File: config.mk
export PLATFORM = sky130hd
export DESIGN_NAME = bus_slave_resp_mux
export DESIGN_NICKNAME = d
export VERILOG_FILES = /design/src/rtl/bus_pkg.sv /design/src/rtl/bus_slave_prio_enc.sv /design/src/rtl/bus_slave_resp_mux.sv
export SDC_FILE = /design/constraint.sdc
export NUM_CORES = 1
export LEC_CHECK = 0
export BUFFER_PORTS_ARGS = -buffer_cell sky130_fd_sc_hd__buf_4
export CELL_PAD_IN_SITES_DETAIL_PLACEMENT = 1
export CELL_PAD_IN_SITES_GLOBAL_PLACEMENT = 1
export CORE_MARGIN = 3
export CORE_UTILIZATION = 30
export DETAILED_ROUTE_END_ITERATION = 8
export GPL_ROUTABILITY_DRIVEN = 0
export GPL_TIMING_DRIVEN = 0
export HOLD_SLACK_MARGIN = 0.05
export PLACE_DENSITY_LB_ADDON = 0.1
export SYNTH_ARGS = -nofsm -noshare
export SYNTH_HDL_FRONTEND = slang
export SYNTH_SLANG_ARGS = --single-unit
File: constraint.sdc
create_clock -name clk -period 3.1 [get_ports clk]
set_clock_uncertainty 0.15 [all_clocks]
set_input_delay 0.155 -clock clk [delete_from_list [all_inputs] [get_ports clk]]
set_output_delay 0.155 -clock clk [all_outputs]
set_load 0.01 [all_outputs]
File: src/rtl/bus_pkg.sv
// Shared bus definitions: active-low strobe levels, word width, response-mux FSM states
// and the default watchdog timeout.
package bus_pkg;

  localparam logic ENABLE_  = 1'b0;
  localparam logic DISABLE_ = 1'b1;

  localparam int unsigned WORD_DATA_W     = 32;
  localparam int unsigned DEFAULT_TIMEOUT = 256;

  typedef enum logic [1:0] {
    IDLE  = 2'd0,
    WAIT  = 2'd1,
    DRAIN = 2'd2
  } bus_state_e;

endpackage

File: src/rtl/bus_slave_prio_enc.sv
// Chip-select priority encoder: lowest asserted (active-low) cs_ index wins; also flags
// any and multiple assertions.
module bus_slave_prio_enc
  import bus_pkg::*;
#(
  parameter int unsigned SLAVE_NUM = 8,
  parameter int unsigned SEL_W     = 3
) (
  input  logic [SLAVE_NUM-1:0] cs_,
  output logic [SEL_W-1:0]     sel,
  output logic                 any_cs,
  output logic                 multi_cs
);

  logic [SLAVE_NUM-1:0] act;

  assign act      = ~cs_;
  assign any_cs   = |act;
  // Clearing the lowest set bit leaves something only if two or more were set.
  assign multi_cs = |(act & (act - SLAVE_NUM'(1)));

  always_comb begin
    sel = '0;
    for (int i = int'(SLAVE_NUM) - 1; i >= 0; i--) begin
      if (cs_[i] == ENABLE_) begin
        sel = SEL_W'(i);
      end
    end
  end

endmodule

File: src/rtl/bus_slave_resp_mux.sv
// Slave-response multiplexer: registers the selected slave's data/ready toward the master
// and aborts accesses whose slave never becomes ready with a one-cycle error response.
module bus_slave_resp_mux
  import bus_pkg::*;
#(
  parameter int unsigned SLAVE_NUM = 8,
  parameter int unsigned DATA_W    = WORD_DATA_W,
  parameter int unsigned TIMEOUT   = DEFAULT_TIMEOUT,
  parameter int unsigned CNT_W     = 9,
  parameter int unsigned SEL_W     = 3
) (
  input  logic                        clk,
  input  logic                        reset,
  input  logic [SLAVE_NUM-1:0]        s_cs_,
  input  logic [SLAVE_NUM-1:0]        s_rdy_,
  input  logic [SLAVE_NUM*DATA_W-1:0] s_rd_data,
  output logic [DATA_W-1:0]           m_rd_data,
  output logic                        m_rdy_,
  output logic                        m_err,
  output logic [SEL_W-1:0]            m_err_sel,
  output logic                        m_conflict
);

  logic [SEL_W-1:0]  sel;
  logic              any_cs;
  logic              multi_cs;

  logic [DATA_W-1:0] sel_data;
  logic              sel_rdy_;

  bus_state_e        state_q, state_d;
  logic [CNT_W-1:0]  cnt_q, cnt_d;
  logic [SEL_W-1:0]  sel_q, sel_d;

  logic [DATA_W-1:0] rd_data_q, rd_data_d;
  logic              rdy_q, rdy_d;
  logic              err_q, err_d;
  logic [SEL_W-1:0]  err_sel_q, err_sel_d;
  logic              conflict_q, conflict_d;

  bus_slave_prio_enc #(
    .SLAVE_NUM (SLAVE_NUM),
    .SEL_W     (SEL_W)
  ) u_prio_enc (
    .cs_      (s_cs_),
    .sel      (sel),
    .any_cs   (any_cs),
    .multi_cs (multi_cs)
  );

  // Index beyond the populated slaves falls through to 0 / DISABLE_.
  always_comb begin
    sel_data = '0;
    sel_rdy_ = DISABLE_;
    for (int i = 0; i < int'(SLAVE_NUM); i++) begin
      if (SEL_W'(i) == sel) begin
        sel_data = s_rd_data[i*DATA_W +: DATA_W];
        sel_rdy_ = s_rdy_[i];
      end
    end
  end

  always_comb begin
    state_d    = state_q;
    cnt_d      = cnt_q;
    sel_d      = sel_q;
    rd_data_d  = '0;
    rdy_d      = DISABLE_;
    err_d      = 1'b0;
    err_sel_d  = '0;
    conflict_d = multi_cs;

    case (state_q)
      IDLE: begin
        cnt_d = '0;
        if (any_cs) begin
          state_d = WAIT;
          sel_d   = sel;
          if (sel_rdy_ == ENABLE_) begin
            rd_data_d = sel_data;
            rdy_d     = ENABLE_;
          end
        end
      end

      WAIT: begin
        if (!any_cs) begin
          state_d = IDLE;
          cnt_d   = '0;
        end else if (sel != sel_q) begin
          // Retarget restarts the watchdog for the new slave.
          cnt_d = '0;
          sel_d = sel;
          if (sel_rdy_ == ENABLE_) begin
            rd_data_d = sel_data;
            rdy_d     = ENABLE_;
          end
        end else if (sel_rdy_ == ENABLE_) begin
          rd_data_d = sel_data;
          rdy_d     = ENABLE_;
          cnt_d     = '0;
        end else if (cnt_q == CNT_W'(TIMEOUT - 1)) begin
          rdy_d     = ENABLE_;
          err_d     = 1'b1;
          err_sel_d = sel;
          cnt_d     = '0;
          state_d   = DRAIN;
        end else begin
          cnt_d = cnt_q + CNT_W'(1);
        end
      end

      DRAIN: begin
        cnt_d = '0;
        if (!any_cs) begin
          state_d = IDLE;
        end
      end

      default: begin
        state_d = IDLE;
        cnt_d   = '0;
      end
    endcase
  end

  always_ff @(posedge clk or posedge reset) begin
    if (reset) begin
      state_q    <= IDLE;
      cnt_q      <= '0;
      sel_q      <= '0;
      rd_data_q  <= '0;
      rdy_q      <= DISABLE_;
      err_q      <= 1'b0;
      err_sel_q  <= '0;
      conflict_q <= 1'b0;
    end else begin
      state_q    <= state_d;
      cnt_q      <= cnt_d;
      sel_q      <= sel_d;
      rd_data_q  <= rd_data_d;
      rdy_q      <= rdy_d;
      err_q      <= err_d;
      err_sel_q  <= err_sel_d;
      conflict_q <= conflict_d;
    end
  end

  assign m_rd_data  = rd_data_q;
  assign m_rdy_     = rdy_q;
  assign m_err      = err_q;
  assign m_err_sel  = err_sel_q;
  assign m_conflict = conflict_q;

  // An error is always delivered as a completed (ready) cycle with zero data.
  a_err_is_resp: assert property (@(posedge clk) disable iff (reset)
    m_err |-> (m_rdy_ == ENABLE_ && m_rd_data == '0));

  a_cnt_bounded: assert property (@(posedge clk) disable iff (reset)
    cnt_q < CNT_W'(TIMEOUT));

endmodule

# Word level (Yosys, flattened, before mapping)
# Cells that the tools add are included.
[word_totals] ff_bits=52 input_bits=274 output_inout_bits=38 word_cells=98
[classes] addsub=2 n_eq_ne=18 muxes=60 n_bitwise=2 n_reduce_logical=8
[ops] operator="2-to-1 mux 32 bit" count=11
[ops] operator="2-to-1 mux 3 bit" count=16
[ops] operator="2-to-1 mux 9 bit" count=5
[ops] operator="2-to-1 mux 1 bit" count=19
[ops] operator="OR reduction 8 bit" count=2
[ops] operator="== test 3 bit, first input constant" count=4
[ops] operator="2-to-1 mux 2 bit" count=6
[ops] operator="adder 9 x 1 -> 9 bit, second input constant" count=1
[ops] operator="== test 9 x 8 -> 1 bit, second input constant" count=1
[ops] operator="inequality test 3 bit, second input constant" count=3
[ops] operator="AND 8 bit" count=1
[ops] operator="inequality test 2 bit, second input constant" count=4
[ops] operator="NOT 8 bit" count=1
[ops] operator="subtractor 8 x 1 -> 8 bit, second input constant" count=1
[ops] operator="== test 2 x 3 -> 1 bit, first input constant" count=2
[ops] operator="case mux 2 bit (3 select lines)" count=1
[ops] operator="case mux 3 bit (2 select lines)" count=1
[ops] operator="AND reduction 5 bit" count=1
[ops] operator="AND reduction 4 bit" count=1
[ops] operator="== test 1 x 3 -> 1 bit, first input constant" count=1
[ops] operator="zero test 3 bit" count=1
[ops] operator="inequality test 3 bit" count=1
[ops] operator="== test 2 x 1 -> 1 bit, second input constant" count=1
[ops] operator="== test 2 bit, second input constant" count=1
[ops] operator="other kinds (4)" count=4

# Depth between registers and ports, before layout
# Gate-level depths: netlist of run 1.
[depth] ltp_word=21 ltp_mapped=10

# By module
# Synthesis of run 1 repeated with hierarchy kept, for this count alone.
[unflattened] hier_cells=421 area_unflattened_um2=4264.1
[modules_own_cells] module="bus_slave_resp_mux" n_inst=1 cells_per_inst=399 area_each_um2=4117.7
[modules_own_cells] module="bus_slave_prio_enc" n_inst=1 cells_per_inst=22 area_each_um2=146.4

# Least setup slack after synthesis of run 1
# Ideal clock, no wire load.
[synth_path] path_kind="input port to flip-flop" start="input port s_cs_[0]" end="register state_q[0]" t_arrival_ns=1.897 required_ns=2.813 path_slack_ns=0.916 cell_stages=9 path_buffers=3 path_cell_list="buf_2 -> nand4_1 -> nor2_4 -> a211oi_2 -> a211o_1 -> a211oi_2 -> buf_2 -> buf_4 -> a21oi_1"
[synth_between] elab_chain_cells=12 elab_cells_between_ends=28 classes_between="eq/ne (13); mux (11); bitwise (1); reduce/logical (3)"
[synth_rtl] item="start: declaration" line="bus_slave_resp_mux.sv:14" rtl="input logic [SLAVE_NUM-1:0] s_cs_,"
[synth_rtl] item="2-to-1 mux 3 bit" line="bus_slave_prio_enc.sv:25" rtl="if (cs_[i] == ENABLE_) begin"
[synth_rtl] item="zero test 3 bit" line="bus_slave_resp_mux.sv:56" rtl="if (SEL_W'(i) == sel) begin"
[synth_rtl] item="2-to-1 mux 1 bit (8 in a row)" line="bus_slave_resp_mux.sv:56"
[synth_rtl] item="inequality test 3 bit (no source line)"
[synth_rtl] item="AND reduction 5 bit (no source line)"
[synth_rtl] item="end signal: assignment" line="bus_slave_resp_mux.sv:138" rtl="state_q <= state_d;"
[synth_rtl] item="end: declaration" line="bus_slave_resp_mux.sv:31" rtl="bus_state_e state_q, state_d;"
# Parallel ways exist; a longest one is shown, timed or not.
# A chain may end at the register's enable or synchronous reset.

# Final worst setup path of run 1
[layout_path] start="input port s_cs_[7]" end="register rd_data_q[30] (netlist: m_rd_data[30])"
[layout_between] elab_chain_cells=20 elab_cells_between_ends=37 classes_between="eq/ne (7); mux (27); bitwise (1); reduce/logical (2)"
[layout_rtl] item="2-to-1 mux 3 bit (8 in a row)" line="bus_slave_prio_enc.sv:25"
[layout_rtl] item="zero test 3 bit" line="bus_slave_resp_mux.sv:56"
[layout_rtl] item="2-to-1 mux 32 bit / 2-to-1 mux 1 bit (equally long branches) (8 in a row)" line="bus_slave_resp_mux.sv:56"
[layout_rtl] item="2-to-1 mux 32 bit" line="bus_slave_resp_mux.sv:79, bus_slave_resp_mux.sv:94, bus_slave_resp_mux.sv:98"
[layout_rtl] item="2-to-1 mux 32 bit (*)" line="bus_slave_resp_mux.sv:87" rtl="if (!any_cs) begin"
[layout_rtl] item="2-to-1 mux 32 bit (*)"
[layout_rtl] item="named net rd_data_d[30]" line="bus_slave_resp_mux.sv:35" rtl="logic [DATA_W-1:0] rd_data_q, rd_data_d;"
[layout_rtl] item="end signal: assignment" line="bus_slave_resp_mux.sv:141" rtl="rd_data_q <= rd_data_d;"
[layout_rtl] item="end: declaration" line="bus_slave_resp_mux.sv:35"
# The timed path passes the listed nets; every way through them passes the cells marked *.

==> results of run 1 <==
## per-layer routing
metal | vias to the layer above | GRT usage (%)
met2 | 295 | 50.8
met1 | 2663 | 34.7
met5 | - | 0
met4 | 0 | 10.4
met3 | 49 | 7.73
li1 | 2468 | -
## critical path, delay by kind of cell
family	cells	cell delay (ps)
AO/OA/AOI/OAI	4	1280
buffers and inverters	3	1000
AND/OR/NAND/NOR	2	250
## per-stage QoR
stage | hold slack [ps] | utilization (%) | power, mW
detailed placement | 185 | 50.0 | 1.55
floorplan | 179 | - | 1.09
finish | 50.4 | 51.4 | 2.14
global route | 60.1 | 51.4 | 2.24
global placement | 320 | 49.8 | 1.53
CTS | 51.9 | 51.4 | 2.14
## registers in the layout, indices dropped and copies added (netlist names)
signal	flops
state_q	2
m_conflict	1
m_rd_data	32
m_err_sel	3
sel_q	3
m_rdy_	1
m_err	1
cnt_q	9
## cell usage after synthesis (all sizes together) (2+ instances only)
master	number	area [sq um]
buf	19	124
clkbuf	28	106
mux2i	2	20.0
nor2b	2	20.0
or3	26	163
a22o	2	17.5
a21o	2	15.0
nor3b	5	37.5
a221o	5	50.1
a2111oi	6	72.6
nand2b	4	32.5
xor2	3	26.3
nor3	6	35.0
a222oi	25	250
o211ai	4	35.0
xnor2	3	26.3
nand2	24	90.1
nand4	4	25.0
inv	2	7.51
o22ai	6	37.5
mux2	5	56.3
nor2	37	149
and4	3	26.3
o21ai	14	73.8
o21a	2	15.0
and2	4	25.0
a211oi	32	320
a211o	26	228
a21oi	5	25.0
a22oi	50	375
nor4b	4	35.0
a221oi	6	52.6
nor4	4	40.0
dfrtp	51	1280
maj3	2	20.0
nand3	6	30.0
and3	2	12.5
nor4bb	3	30.0
## cell families after synthesis
family          count (synthesis)  synth area share, %
fa+ha+maj                       3                0.789
xor+xnor                        6                 1.27
mux                             7                 1.85
compound gates                193                 40.2
simple gates                  136                 18.5
flops                          52                 31.6
buf+inv                        49                 5.76
## path summary, 6_finish.rpt
check | from | endpoint | slack (ps) | cells after the start
worst min-delay path | s_cs_[2] | m_conflict | 50 | 3
worst min register to register | cnt_q[0] | cnt_q[0] | 350 | 1
worst max register to register | cnt_q[0] | m_err_sel[1] | 740 | 7
min in group asynchronous | reset | m_rd_data[15] | 400 | 3
worst max-delay path | s_cs_[7] | m_rd_data[30] | 390 | 9
max in group asynchronous | reset | m_rd_data[5] | 1800 | 4
## where the power goes
part           total (mW)  switching [mW]  internal (mW)
registers           0.750          0.0212          0.729
clock network       0.586           0.285          0.302
logic               0.799           0.360          0.439
total                2.14           0.666           1.47
## cell type report
type / instances / area share (%)
inverter: 2 / 0.109
timing repair buffer: 312 / 34.5
buffer: 47 / 3.37
tap: 176 / 3.21
sequential: 52 / 19.0
multi-input combinational: 345 / 37.7
clock inverter: 3 / 0.347
clock buffer: 5 / 1.82
## timing repair
| item | in CTS | in global routing |
|---|---|---|
| endpoints found under the hold margin | 31 | 0 |
| hold buffers | 4 | 0 |
| endpoints found under the setup margin | 0 | 1 |
| resized for setup | 0 | 2 |
| buffers inserted | 0 | 0 |
==> run metrics, run 1 <==
Nets 1,040; Startpoint Class primary input; CTS tree yes; Crit. End Element flop; post-route ant nets 0; Syn Nets 721; Leak roughly 3.1 nW; cell total after placement between 900 and 1,000; pwr dens roughly 310 nW/um^2; met1 wire length about 8700 um; RSZ-0062 raised after global routing no; FP Rows 42; mapped cell area about 4100 sq um; status finished clean; Ports 312; Hold Crit Class primary input to flop; final hold vios 0; worst path required time roughly 3100 ps; CTS Buf Count 5; Seq/Total Area, Yosys a little under a third; DP Wirelength around 18,000 um; minimum clock period roughly 2700 ps; commonest non-fill, non-tap cell in the layout buf_4; largest net degree at the start of global routing 31; die extent in x around 120 um; first-pass GRT wire length 33,500 um; DRT iter0 DRCs 420; area taken by multi-input logic gates around 2600 sq um; met2 wire len between 10,000 and 15,000 um; PnR worst setup slack 393 ps; Clock Pin Slew Worst Setup and Hold Paths ~80 ps; Area Growth Syn to Fin 66.3%; DP Area about 6700 sq um; initial antenna violation count 0; Fmax approximately 0.37 GHz; top routing layer used met4; clock root buffer clkbuf_16; period utilisation layout ~87%; Syn Area/Cell 9.25 sq um; CP max stage delay around 520 ps; First-pass DRT Iterations 7; core area roughly 13,000 sq um; crit path cell chain buf_4 -> nand2b_4 -> a311oi_4 -> clkbuf_1 -> o211ai_2 -> clkbuf_1 -> o22a_1 -> o21ai_0 -> nor4_1; WP data arrival 2710 ps; Max-slew headroom 30.6%; WS Path Type primary input to flop; post-synth cell types 65; # fillers 1,591; Starting Density 30.9%; maximum vdd drop 0.195 mV; final max-slew violation count 0; Sink Count 52; flops & latches, synth 52; die area around 15,000 sq um; H-tree levels 2; via count approximately 5,500; Syn Inst Count between 400 and 500; CP max-delay cell a311oi_4; Port Buffers between 300 and 400; MaxCap Viol Count 0; share of cells above drive strength 1 between 40% and 50%; Post-synth EDFFs 0; ys async rst share 100%; WL met3 roughly 1800 um; routed vias/inst slightly below 6; Remaining DRCs 0; vias in the first global route about 6,000; number of setup violations in the final report 0; Warnings, synthesis 0; actual slew at the worst max-slew pin between 1000 and 1500 ps; post-DR wirelength/cell approximately 25 um; Top FF cell, synth dfrtp_1; GRT Resource Usage Total 29.2%; Worst Path Max Fanout 10; total routed wirelength around 23,000 um; GRT overflow 0; commonest non-fill, non-tap cells in the layout buf_4, dfrtp_1, a22oi_1; Seq. cell area ~1300 sq um; design area 6860 sq um; Top cell by count, worst path clkbuf_1; setup_tns 0 ps; dpl ws -115 ps; Clk Latency, worst-skew pair about 300 ps; chip height between 100 and 150 um; n_diodes 0; non-filler instance count after layout 942; Clock Path Buffers 2
No activity file was read; power rests on OpenSTA's default activity.
==> run 2, diff against run 1 <==
--- a/config.mk
+++ b/config.mk
@@ -8,7 +8,7 @@
 export BUFFER_PORTS_ARGS = -buffer_cell sky130_fd_sc_hd__buf_4
 export CELL_PAD_IN_SITES_DETAIL_PLACEMENT = 1
 export CELL_PAD_IN_SITES_GLOBAL_PLACEMENT = 1
-export CORE_MARGIN = 3
+export CORE_MARGIN = 4
 export CORE_UTILIZATION = 30
 export DETAILED_ROUTE_END_ITERATION = 8
 export GPL_ROUTABILITY_DRIVEN = 0
==> run 2 against run 1 <==
- core utilization fell by 0.084 points
- clock-buffer cell count rose by 1
- fmax fell by 7.1%
- register-to-register slack got worse by 50 ps
- power rose by 0.35%
- setup slack got worse by 210 ps
- sequential power barely moved
- final cell count fell by 0.11%
- via count rose by 0.71%
- design area fell by 0.16%
==> run metrics, run 2 (same netlist as run 1, synthesis figures left out) <==
vias in the first global route 6,132; routed vias/inst about 5.9; status finished clean; Startpoint Class primary input; pwr dens 313 nW/um^2; Port Buffers 307; maximum vdd drop around 0.22 mV; reg2reg setup slack about 690 ps; largest net degree at the start of global routing 38; first-pass GRT wire length between 30,000 and 40,000 um; area taken by multi-input logic gates 2580 sq um; cell total after placement between 900 and 1,000; setup_tns 0 ps; WS Path Type primary input to flop; Seq. cell area about 1300 sq um; post-route ant nets 0; Leak about 3.1 nW; share of cells above drive strength 1 between 40% and 50%; Clock Pin Slew Worst Setup and Hold Paths 70 ps; Max-slew headroom approximately 30%; MaxCap Viol Count 0; post-layout util between 50% and 60%; DRT iter0 DRCs between 400 and 500; FP Rows 42; non-filler instance count after layout 941; post-DR wirelength/cell 25.1 um; RSZ-0062 raised after global routing no; R2R Path End m_err_sel[1]; Int Pwr ~1.5 mW; Area Growth Syn to Fin 66.0%; # fillers around 1,600; Sink Count 52; WP data arrival roughly 2900 ps; dpl ws between 40 and 50 ps; die extent in x 125 um; overall power roughly 2.1 mW; via count 5,514; final hold vios 0; crit path to m_rd_data[15]; GRT overflow 0; DP Area around 6700 sq um; actual slew at the worst max-slew pin 1040 ps; minimum clock period between 2000 and 3000 ps; share of power burned in registers 34.9%; CTS Buf Count 5; max FFs per register 32; GRT Resource Usage Total around 29%; number of setup violations in the final report 0; commonest non-fill, non-tap cells in the layout buf_4, dfrtp_1, a22oi_1; Clk Latency, worst-skew pair around 300 ps; period utilisation layout between 90% and 100%; n_diodes 0; chip height around 130 um; Crit. End Element flop; PnR worst setup slack 186 ps; clock root buffer clkbuf_16; DP Wirelength 18,800 um; worst path required time approximately 3100 ps; Starting Density 30.9%; initial antenna violation count 0; design area approximately 6800 sq um; switching share of total power a little under a third; core area about 13,000 sq um; Comb pwr share 37.3%; R2R cell count 7; commonest non-fill, non-tap cell in the layout buf_4; Critical R2R Launch cnt_q[0]; H-tree levels 2; net switching power roughly 0.66 mW; post-cts sizing count 0; die area ~16,000 sq um; total routed wirelength 23,600 um; First-pass DRT Iterations 6; Clock Path Buffers 2; Hold Crit Class primary input to flop; critical path launch point s_cs_[5]; Worst Path Max Fanout 10; CTS tree yes; final max-slew violation count 0; hold_ws about 54 ps; Clk network pwr share about 28%; Remaining DRCs 0; Ports 312; Nets between 1,000 and 1,500; Fmax around 0.34 GHz
## run 2: what timing repair did
| action | in CTS | in global routing |
|---|---|---|
| setup buffers | 0 | 0 |
| endpoints found under the setup margin | 0 | 0 |
| hold buffers | 3 | 0 |
| endpoints found under the hold margin | 17 | 0 |
## run 2: layer usage
layer / part of all wire [%] / track usage, %
met1: 39 / 34.8
met2: 51 / 51.5
met3: 6.8 / 6.35
met4: 3.4 / 9.31
met5: 0 / 0
## run 2: final cells by class
class | instances | share of cell area (%)
clock inverter | 2 | 0.146
multi-input combinational | 345 | 37.7
buffer | 47 | 3.36
timing repair buffer | 311 | 34.4
tap | 176 | 3.22
sequential | 52 | 19.0
clock buffer | 6 | 2.03
inverter | 2 | 0.110
## run 2: critical path: stages
cell	delay [ps]
buf_2	170
and4_1	360
nor2_4	110
a211oi_2	630
buf_2	410
a221o_1	200
o21ai_0	70
a2111oi_0	770
## run 2: power groups by stage
stage          clock network, mW  logic, mW  registers [mW]
6_report                   0.596      0.799           0.749
2_1_floorplan                  0      0.305           0.783
3_5_place_dp                   0      0.791           0.761
5_1_grt                    0.639      0.857           0.754
4_1_cts                    0.605      0.797           0.749
3_3_place_gp                   0      0.772           0.759
## run 2: worst min path at each step
| stage | cells past startpoint | slack, ps | start | endpoint |
|---|---|---|---|---|
| 6_report | 3 | 50 | s_cs_[3] | m_conflict |
| 5_1_grt | 3 | 70 | s_cs_[2] | m_conflict |
| 4_1_cts | 3 | 50 | s_cs_[2] | m_conflict |
| 3_5_place_dp | 2 | 20 | reset | m_rd_data[16] |
| 3_3_place_gp | 1 | 320 | cnt_q[0] | cnt_q[0] |
| 2_1_floorplan | 2 | 180 | s_cs_[2] | m_conflict |
